$ cat src/rtl/multicycle_ctrl.sv
// Multi-cycle RV32 control FSM: steps each instruction through FETCH/DECODE/EXEC/MEM/WB,
// handshakes with a shared wait-stated memory, and traps illegal opcodes and memory timeouts.
//
// state  | meaning
// FETCH  | request instruction at PC; on accept load IR and PC+4
// DECODE | classify opcode into op_class
// EXEC   | ALU operation for the class (branch resolves here)
// MEM    | data load/store at ALU address
// WB     | register write-back, jump PC update
// HALT   | illegal opcode or bus timeout; leaves only through reset
module multicycle_ctrl #(
  parameter int unsigned MEM_TIMEOUT  = 15,
  parameter bit          SUPPORT_JALR = 1'b1,
  parameter bit          ILLEGAL_HALT = 1'b1
) (
  input  logic       clk,
  input  logic       rst_n,
  input  logic       run_en,
  input  logic [6:0] opcode,
  input  logic       mem_ready,
  output logic       mem_req,
  output logic       mem_we,
  output logic       iord,
  output logic       ir_write,
  output logic       pc_write,
  output logic       branch,
  output logic       jal,
  output logic       jalr,
  output logic [1:0] memtoreg,
  output logic [1:0] ALUop,
  output logic       ALUsrc,
  output logic       regwrite,
  output logic       retire,
  output logic       illegal,
  output logic       bus_err,
  output logic [2:0] state
);

  localparam int unsigned CNT_W = (MEM_TIMEOUT < 1) ? 1 : $clog2(MEM_TIMEOUT + 1);

  typedef enum logic [2:0] {
    S_FETCH  = 3'd0,
    S_DECODE = 3'd1,
    S_EXEC   = 3'd2,
    S_MEM    = 3'd3,
    S_WB     = 3'd4,
    S_HALT   = 3'd5
  } state_e;

  typedef enum logic [3:0] {
    C_NOP, C_R, C_I, C_LOAD, C_STORE, C_BRANCH, C_JAL, C_JALR, C_LUI
  } op_class_e;

  state_e             state_q, state_d;
  op_class_e          op_class_q, op_class_d;
  op_class_e          dec_class;
  logic [CNT_W-1:0]   wait_cnt_q, wait_cnt_d;
  logic               illegal_q, illegal_d;
  logic               bus_err_q, bus_err_d;
  logic               waiting;

  always_ff @(posedge clk or negedge rst_n) begin
    if (!rst_n) begin
      state_q    <= S_FETCH;
      op_class_q <= C_NOP;
      wait_cnt_q <= '0;
      illegal_q  <= 1'b0;
      bus_err_q  <= 1'b0;
    end else begin
      state_q    <= state_d;
      op_class_q <= op_class_d;
      wait_cnt_q <= wait_cnt_d;
      illegal_q  <= illegal_d;
      bus_err_q  <= bus_err_d;
    end
  end

  always_comb begin
    dec_class = C_NOP;
    case (opcode)
      7'b0110011: dec_class = C_R;
      7'b0010011: dec_class = C_I;
      7'b0000011: dec_class = C_LOAD;
      7'b0100011: dec_class = C_STORE;
      7'b1100011: dec_class = C_BRANCH;
      7'b1100111: dec_class = SUPPORT_JALR ? C_JALR : C_NOP;
      7'b0110111: dec_class = C_LUI;
      7'b1101111: dec_class = C_JAL;
      default:    dec_class = C_NOP;
    endcase
  end

  always_comb begin
    state_d    = state_q;
    op_class_d = op_class_q;
    wait_cnt_d = wait_cnt_q;
    illegal_d  = illegal_q;
    bus_err_d  = bus_err_q;
    mem_req    = 1'b0;
    mem_we     = 1'b0;
    iord       = 1'b0;
    ir_write   = 1'b0;
    pc_write   = 1'b0;
    branch     = 1'b0;
    jal        = 1'b0;
    jalr       = 1'b0;
    memtoreg   = 2'b00;
    ALUop      = 2'b00;
    ALUsrc     = 1'b0;
    regwrite   = 1'b0;
    retire     = 1'b0;
    illegal    = illegal_q;
    bus_err    = bus_err_q;

    case (state_q)
      S_FETCH: begin
        mem_req = run_en;
        if (run_en && mem_ready) begin
          ir_write = 1'b1;
          pc_write = 1'b1;
          state_d  = S_DECODE;
        end
      end
      S_DECODE: begin
        op_class_d = dec_class;
        case (dec_class)
          C_LUI, C_JAL: state_d = S_WB;
          C_NOP: begin
            if (ILLEGAL_HALT) begin
              illegal_d = 1'b1;
              state_d   = S_HALT;
            end else begin
              illegal = 1'b1;
              retire  = 1'b1;
              state_d = S_FETCH;
            end
          end
          default: state_d = S_EXEC;
        endcase
      end
      S_EXEC: begin
        case (op_class_q)
          C_R:             begin ALUop = 2'b11; state_d = S_WB; end
          C_I:             begin ALUop = 2'b10; ALUsrc = 1'b1; state_d = S_WB; end
          C_LOAD, C_STORE: begin ALUsrc = 1'b1; state_d = S_MEM; end
          C_JALR:          begin ALUsrc = 1'b1; state_d = S_WB; end
          C_BRANCH: begin
            ALUop   = 2'b01;
            branch  = 1'b1;
            retire  = 1'b1;
            state_d = S_FETCH;
          end
          default: state_d = S_FETCH;
        endcase
      end
      S_MEM: begin
        mem_req = 1'b1;
        iord    = 1'b1;
        mem_we  = (op_class_q == C_STORE);
        if (mem_ready) begin
          if (op_class_q == C_LOAD) begin
            state_d = S_WB;
          end else begin
            retire  = 1'b1;
            state_d = S_FETCH;
          end
        end
      end
      S_WB: begin
        regwrite = 1'b1;
        retire   = 1'b1;
        state_d  = S_FETCH;
        case (op_class_q)
          C_LOAD: memtoreg = 2'b01;
          C_LUI:  memtoreg = 2'b11;
          C_JAL:  begin memtoreg = 2'b10; jal  = 1'b1; pc_write = 1'b1; end
          C_JALR: begin memtoreg = 2'b10; jalr = 1'b1; pc_write = 1'b1; end
          default: memtoreg = 2'b00;
        endcase
      end
      default: state_d = S_HALT;
    endcase

    // Timeout fires on the wait cycle that would bring the count to MEM_TIMEOUT;
    // an accepted request never counts as waiting, so acceptance wins.
    waiting = mem_req && !mem_ready;
    if ((MEM_TIMEOUT != 0) && waiting && ((32'(wait_cnt_q) + 32'd1) == MEM_TIMEOUT)) begin
      state_d   = S_HALT;
      bus_err_d = 1'b1;
    end

    if (!mem_req || mem_ready || (state_d != state_q)) begin
      wait_cnt_d = '0;
    end else if (wait_cnt_q != '1) begin
      wait_cnt_d = wait_cnt_q + 1'b1;
    end

    if (!rst_n) begin
      mem_req  = 1'b0;
      mem_we   = 1'b0;
      iord     = 1'b0;
      ir_write = 1'b0;
      pc_write = 1'b0;
      branch   = 1'b0;
      jal      = 1'b0;
      jalr     = 1'b0;
      memtoreg = 2'b00;
      ALUop    = 2'b00;
      ALUsrc   = 1'b0;
      regwrite = 1'b0;
      retire   = 1'b0;
      illegal  = 1'b0;
      bus_err  = 1'b0;
    end
  end

  assign state = state_q;

endmodule
$ cat config.mk
export PLATFORM = sky130hd
export DESIGN_NAME = multicycle_ctrl
export DESIGN_NICKNAME = d
export VERILOG_FILES = /design/src/rtl/multicycle_ctrl.sv
export SDC_FILE = /design/constraint.sdc
export NUM_CORES = 1
export LEC_CHECK = 0
export ABC_CLOCK_PERIOD_IN_PS = 3330
export CAP_MARGIN = 5
export CORE_UTILIZATION = 50
export CTS_BUF_LIST = sky130_fd_sc_hd__clkbuf_16
export DETAILED_ROUTE_END_ITERATION = 8
export PLACE_DENSITY = 0.9
export SYNTH_ARGS = -nofsm -noshare
export SYNTH_HDL_FRONTEND = slang
export SYNTH_SLANG_ARGS = --single-unit
export TNS_END_PERCENT = 5
$ cat constraint.sdc
create_clock -name clk -period 3.33 [get_ports clk]
set_input_delay 0.666 -clock clk [delete_from_list [all_inputs] [get_ports clk]]
set_output_delay 0.666 -clock clk [all_outputs]
set_load 0.01 [all_outputs]
# After elaboration in Yosys (flattened, before gate mapping)
# Index checks and enable logic that the tools add are counted.
[word_totals]
regBits = 13
input_bits = 11
word_cells = 96
output_inout_bits = 20
[op_classes]
n_reduce_logical = 16
eq_ne = 25
mux = 48
add_sub_neg = 2
[op_table]
columns = ["op", "n"]
rows = [
  ["one-hot mux 4 bit (8 select lines)", 1],
  ["2-to-1 mux 1 bit", 29],
  ["== test 7 x 6 -> 1 bit (second input constant)", 3],
  ["== test 7 bit (second input constant)", 3],
  ["== test 4 x 3 -> 1 bit (second input constant)", 5],
  ["one-hot mux 3 bit (5 select lines)", 1],
  ["2-to-1 mux 3 bit", 4],
  ["one-hot mux 2 bit (3 select lines)", 2],
  ["one-hot mux 3 bit (2 select lines)", 2],
  ["== test 4 x 2 -> 1 bit (second input constant)", 2],
  ["== test 4 bit (second input constant)", 2],
  ["2-to-1 mux 2 bit", 4],
  ["2-to-1 mux 4 bit", 2],
  ["== test 7 x 2 -> 1 bit (second input constant)", 1],
  ["== test 7 x 5 -> 1 bit (second input constant)", 1],
  ["== test 3 x 2 -> 1 bit (second input constant)", 2],
  ["OR reduction 2 bit", 3],
  ["adder 4 x 1 -> 5 bit (second input constant)", 1],
  ["== test 5 x 4 -> 1 bit (second input constant)", 1],
  ["adder 4 x 1 -> 4 bit (second input constant)", 1],
  ["== test 4 x 1 -> 1 bit (second input constant)", 1],
  ["zero test 4 bit", 1],
  ["inequality test 4 bit (second input constant)", 1],
  ["one-hot mux 1 bit (2 select lines)", 2],
  ["12 further kinds", 16],
]

# Longest topological paths before layout
[logic_depth]
ltp_word = 10
depth_mapped = 5
depth_no_buf = 5

# Worst setup path after synthesis
# Ideal clock, no wire load.
[synth_timing]
path_kind = "input-to-output"
from = "input port mem_ready"
to = "output port retire"
t_required_ns = 2.664
path_buffers = 1
arrival_time_ns = 1.347
cell_stages = 5
slack_ns = 1.317
cell_sequence = "clkbuf_1 nand2_1 o41ai_1 o2111ai_1 nand2_1"
[synth_via]
elab_chain_len = 3
[synth_lines]
columns = ["item", "line", "source"]
rows = [
  ["start: declaration", "20", "input logic mem_ready,"],
  ["2-to-1 mux 1 bit", "160", "if (mem_ready) begin"],
  ["one-hot mux 1 bit (3 select lines)", "115", "case (state_q)"],
  ["2-to-1 mux 1 bit", "198", "if (!rst_n) begin"],
  ["end: declaration", "33", "output logic retire,"],
]
# Every way passes these cells.

# Worst setup path in the final report
[layout_timing]
from = "input port rst_n"
to = "output port jalr"
[layout_via]
elab_chain_len = 1
[layout_lines]
columns = ["item", "line", "source"]
rows = [
  ["start: declaration", "17", "input logic rst_n,"],
  ["2-to-1 mux 1 bit", "198", ""],
  ["end: declaration", "28", "output logic jalr,"],
]
# Every way passes these cells.

==> results.toml <==
[status]
status = "finished clean"

[worst_setup_path]
cp_slowest_cell = "clkdlybuf4s50_1"
cp.depth = 4
reg2reg_setup_slack_ns = 1.47
arrival_ns = 2.25
worst_ep_required_time_ns = 2.66
critPathBufInv = 2
cp_top_family = "buffers and inverters"
crit_path_end_kind = "output pin"
critPathKind = "in2out"
crit_chain = "clkdlybuf4s50_1 -> nand3_1 -> nor3_1 -> clkdlybuf4s50_1"
critPathLaunch = "rst_n"
reg2reg_depth = 5
path_max_fanout = 6
crit_top_cell = "clkdlybuf4s50_1"
cp-start-kind = "primary input"
timing.rr.end = "state[0]$_DFF_PN0_"
r2r_start = "wait_cnt_q[0]$_DFFE_PN0P_"
cp-endpoint = "jalr"
cp_slowest_stage_delay_ns = 0.57

[run]
max_cap_viol_count = 0

[clock_network]
htree_levels = 1
root_buffer = "clkbuf_16"
cts-hold-fix-buffers = 0
ctsResizeCount = 0
clockBufferDepth = 2
cts_setup_buffers = 0
cts_buffers = 3
clk_pin_slew_worst_paths_ns = 0.05
clock-sinks = 13
cts_tree = "done"
insertion_delay_ns = 0.24

[layout]
layout_common_cells = "30 x clkdlybuf4s50_1, 18 x nand2_1, 15 x nor2_1"
fin_area_sq_mm = 0.00149
finalNetCount = 180
final_common_cell = "clkdlybuf4s50_1"
antenna_cells = 0
drive_gt1_share_pct = 7.83
syn_to_final_growth_pct = 36.9

[power_and_ir_drop]
seqPwrFrac_pct = 37.6
p_sw_share_pct = 20.3
ir_drop_mv = 0.247
comb_power_share_pct = 8.6
cellPowerDensity_mw_per_mm2 = 285
switchingPower_mw = 0.0860
p_int_mw = 0.337
pwr-share-clk_pct = 53.9
cellLeakagePower_nw = 0.592

[logic_synthesis]
synth_area_sq_mm = 0.00108
yosys_warnings = 0
synth-seq-cells = 13
yosysUniqueCellTypes = 41
synth_cells = 136
avgSynthCellArea_sq_um = 7.98
ys_seq_area_share_pct = 30.0
synth_edf_count = 0
syn_nets = 149
synth_top_flop_cell = "dfrtp_1"
ys_async_sr_fraction_pct = 100

[detailed_routing]
routedWlPerCell_um = 15.1
totalWireLength_um = 2910
viasPerCell = 6.09
drc = 0
ant_nets = 0
drtPass1Iterations = 4
drtIter0Drc = 46
vias = 1175

[place]
hpwl_um = 2080
portBuffers = 30
post_dp_cell_area_sq_mm = 0.00141
place_congestion = 0.907

[floorplanning]
initial_core_util_pct = 54.2
fp-row-count = 16
die_h_um = 48.6
die_area_sq_mm = 0.00236
coreArea_sq_mm = 0.00200
dieWidth_um = 48.6
io_pins = 31

[sta]
setup_viol = 0
slew_violations = 0
worst_slew_pin_slew_ns = 0.514
fin_setup_tns_ns = 0
rsz0062_at_grt = "no"
relSlewSlack_pct = 65.7
fin_skew_ns = 0.00345
hold_viol_final = 0
finalCritPeriodShare_pct = 87.6
maxClockFrequency_mhz = 343
finalCriticalPeriod_ns = 2.92

[global_route]
grt_max_degree = 19
grt.total_usage_pct = 27.9
antenna_found_initial = 0
grt_pass1_vias = 1131
grt_pass1_wl_um = 5120
gr-total-overflow = 0

[worst_hold_path]
hold_class = "reg2reg"
==> sequential cells by signal, indices dropped and copies added (netlist names) <==
signal      count
illegal_q       1
bus_err_q       1
state           3
op_class_q      4
wait_cnt_q      4
==> area by class of cell <==
class,count,area [sq um]
Multi-Input combinational cell,111,704
Clock buffer,3,75.1
Tap cell,27,33.8
Inverter,5,18.8
Timing Repair Buffer,33,323
Clock inverter,1,5.00
Fill cell,147,517
Sequential cell,13,325
==> cells in the mapped netlist, drive strengths merged, types with 3 or more instances <==
cell	count	area share [%]
dfrtp	13	30
nand2	18	6.2
nand2b	4	2.3
nor2b	3	1.7
nor2	15	5.2
clkbuf	3	1.0
inv	5	1.7
xnor2	3	2.4
a21oi	11	5.4
nor3	6	2.8
o21ai	7	3.2
and3	3	1.7
buf	4	2.3
nand3	4	1.8
and2	3	1.7
nand3b	3	2.1
nor4b	3	3.8
o41ai	3	4.2
==> power by group through the flow <==
stage | registers, mW | logic, mW | clock network (mW)
floorplan | 0.161 | 0.0111 | 0
global placement | 0.161 | 0.0344 | 0
detailed placement | 0.161 | 0.0359 | 0
CTS | 0.159 | 0.0363 | 0.231
global route | 0.159 | 0.0398 | 0.240
finish | 0.159 | 0.0363 | 0.228
==> stage by stage <==
step	total power [mW]	std cells	util, %	setup WS, ns	hold slack [ns]
after floorplan	0.172	136	-	1.32	0.370
final	0.423	193	74.2	0.414	0.457
after global placement	0.196	189	70.2	0.461	0.444
after detailed placement	0.197	189	70.2	0.421	0.450
after global routing	0.439	193	74.2	0.284	0.472
after CTS	0.426	193	74.2	0.420	0.460
==> per-layer routing <==
layer / vias to the layer above / routed length (um) / track usage (%) / part of all wire, %
li1: 559 / - / - / -
met1: 549 / 1150 / 32.7 / 40
met2: 57 / 1510 / 50.5 / 52
met3: 10 / 168 / 3.14 / 5.8
met4: 0 / 82 / 13.7 / 2.8
met5: - / 0 / 0 / 0
==> worst min-delay path by stage <==
stage	from	to	cells after the start
finish	bus_err_q$_DFFE_PN0P_	bus_err_q$_DFFE_PN0P_	1
global route	bus_err_q$_DFFE_PN0P_	bus_err_q$_DFFE_PN0P_	1
CTS	bus_err_q$_DFFE_PN0P_	bus_err_q$_DFFE_PN0P_	1
detailed placement	illegal_q$_DFFE_PN0P_	illegal_q$_DFFE_PN0P_	1
global placement	bus_err_q$_DFFE_PN0P_	bus_err_q$_DFFE_PN0P_	1
floorplan	rst_n	bus_err_q$_DFFE_PN0P_	0
==> logic make-up after synthesis <==
group                      count (synthesis)  synth area share (%)
xor gates and xnor gates                   5                  4.04
buffers and inverters                     12                  5.07
DFF                                       13                  30.0
AOI/OAI and AO/OA                         33                  21.5
adders and majority gates                  2                  2.31
and+or+nand+nor                           71                  37.1
No activity file was read; power rests on OpenSTA's default activity.
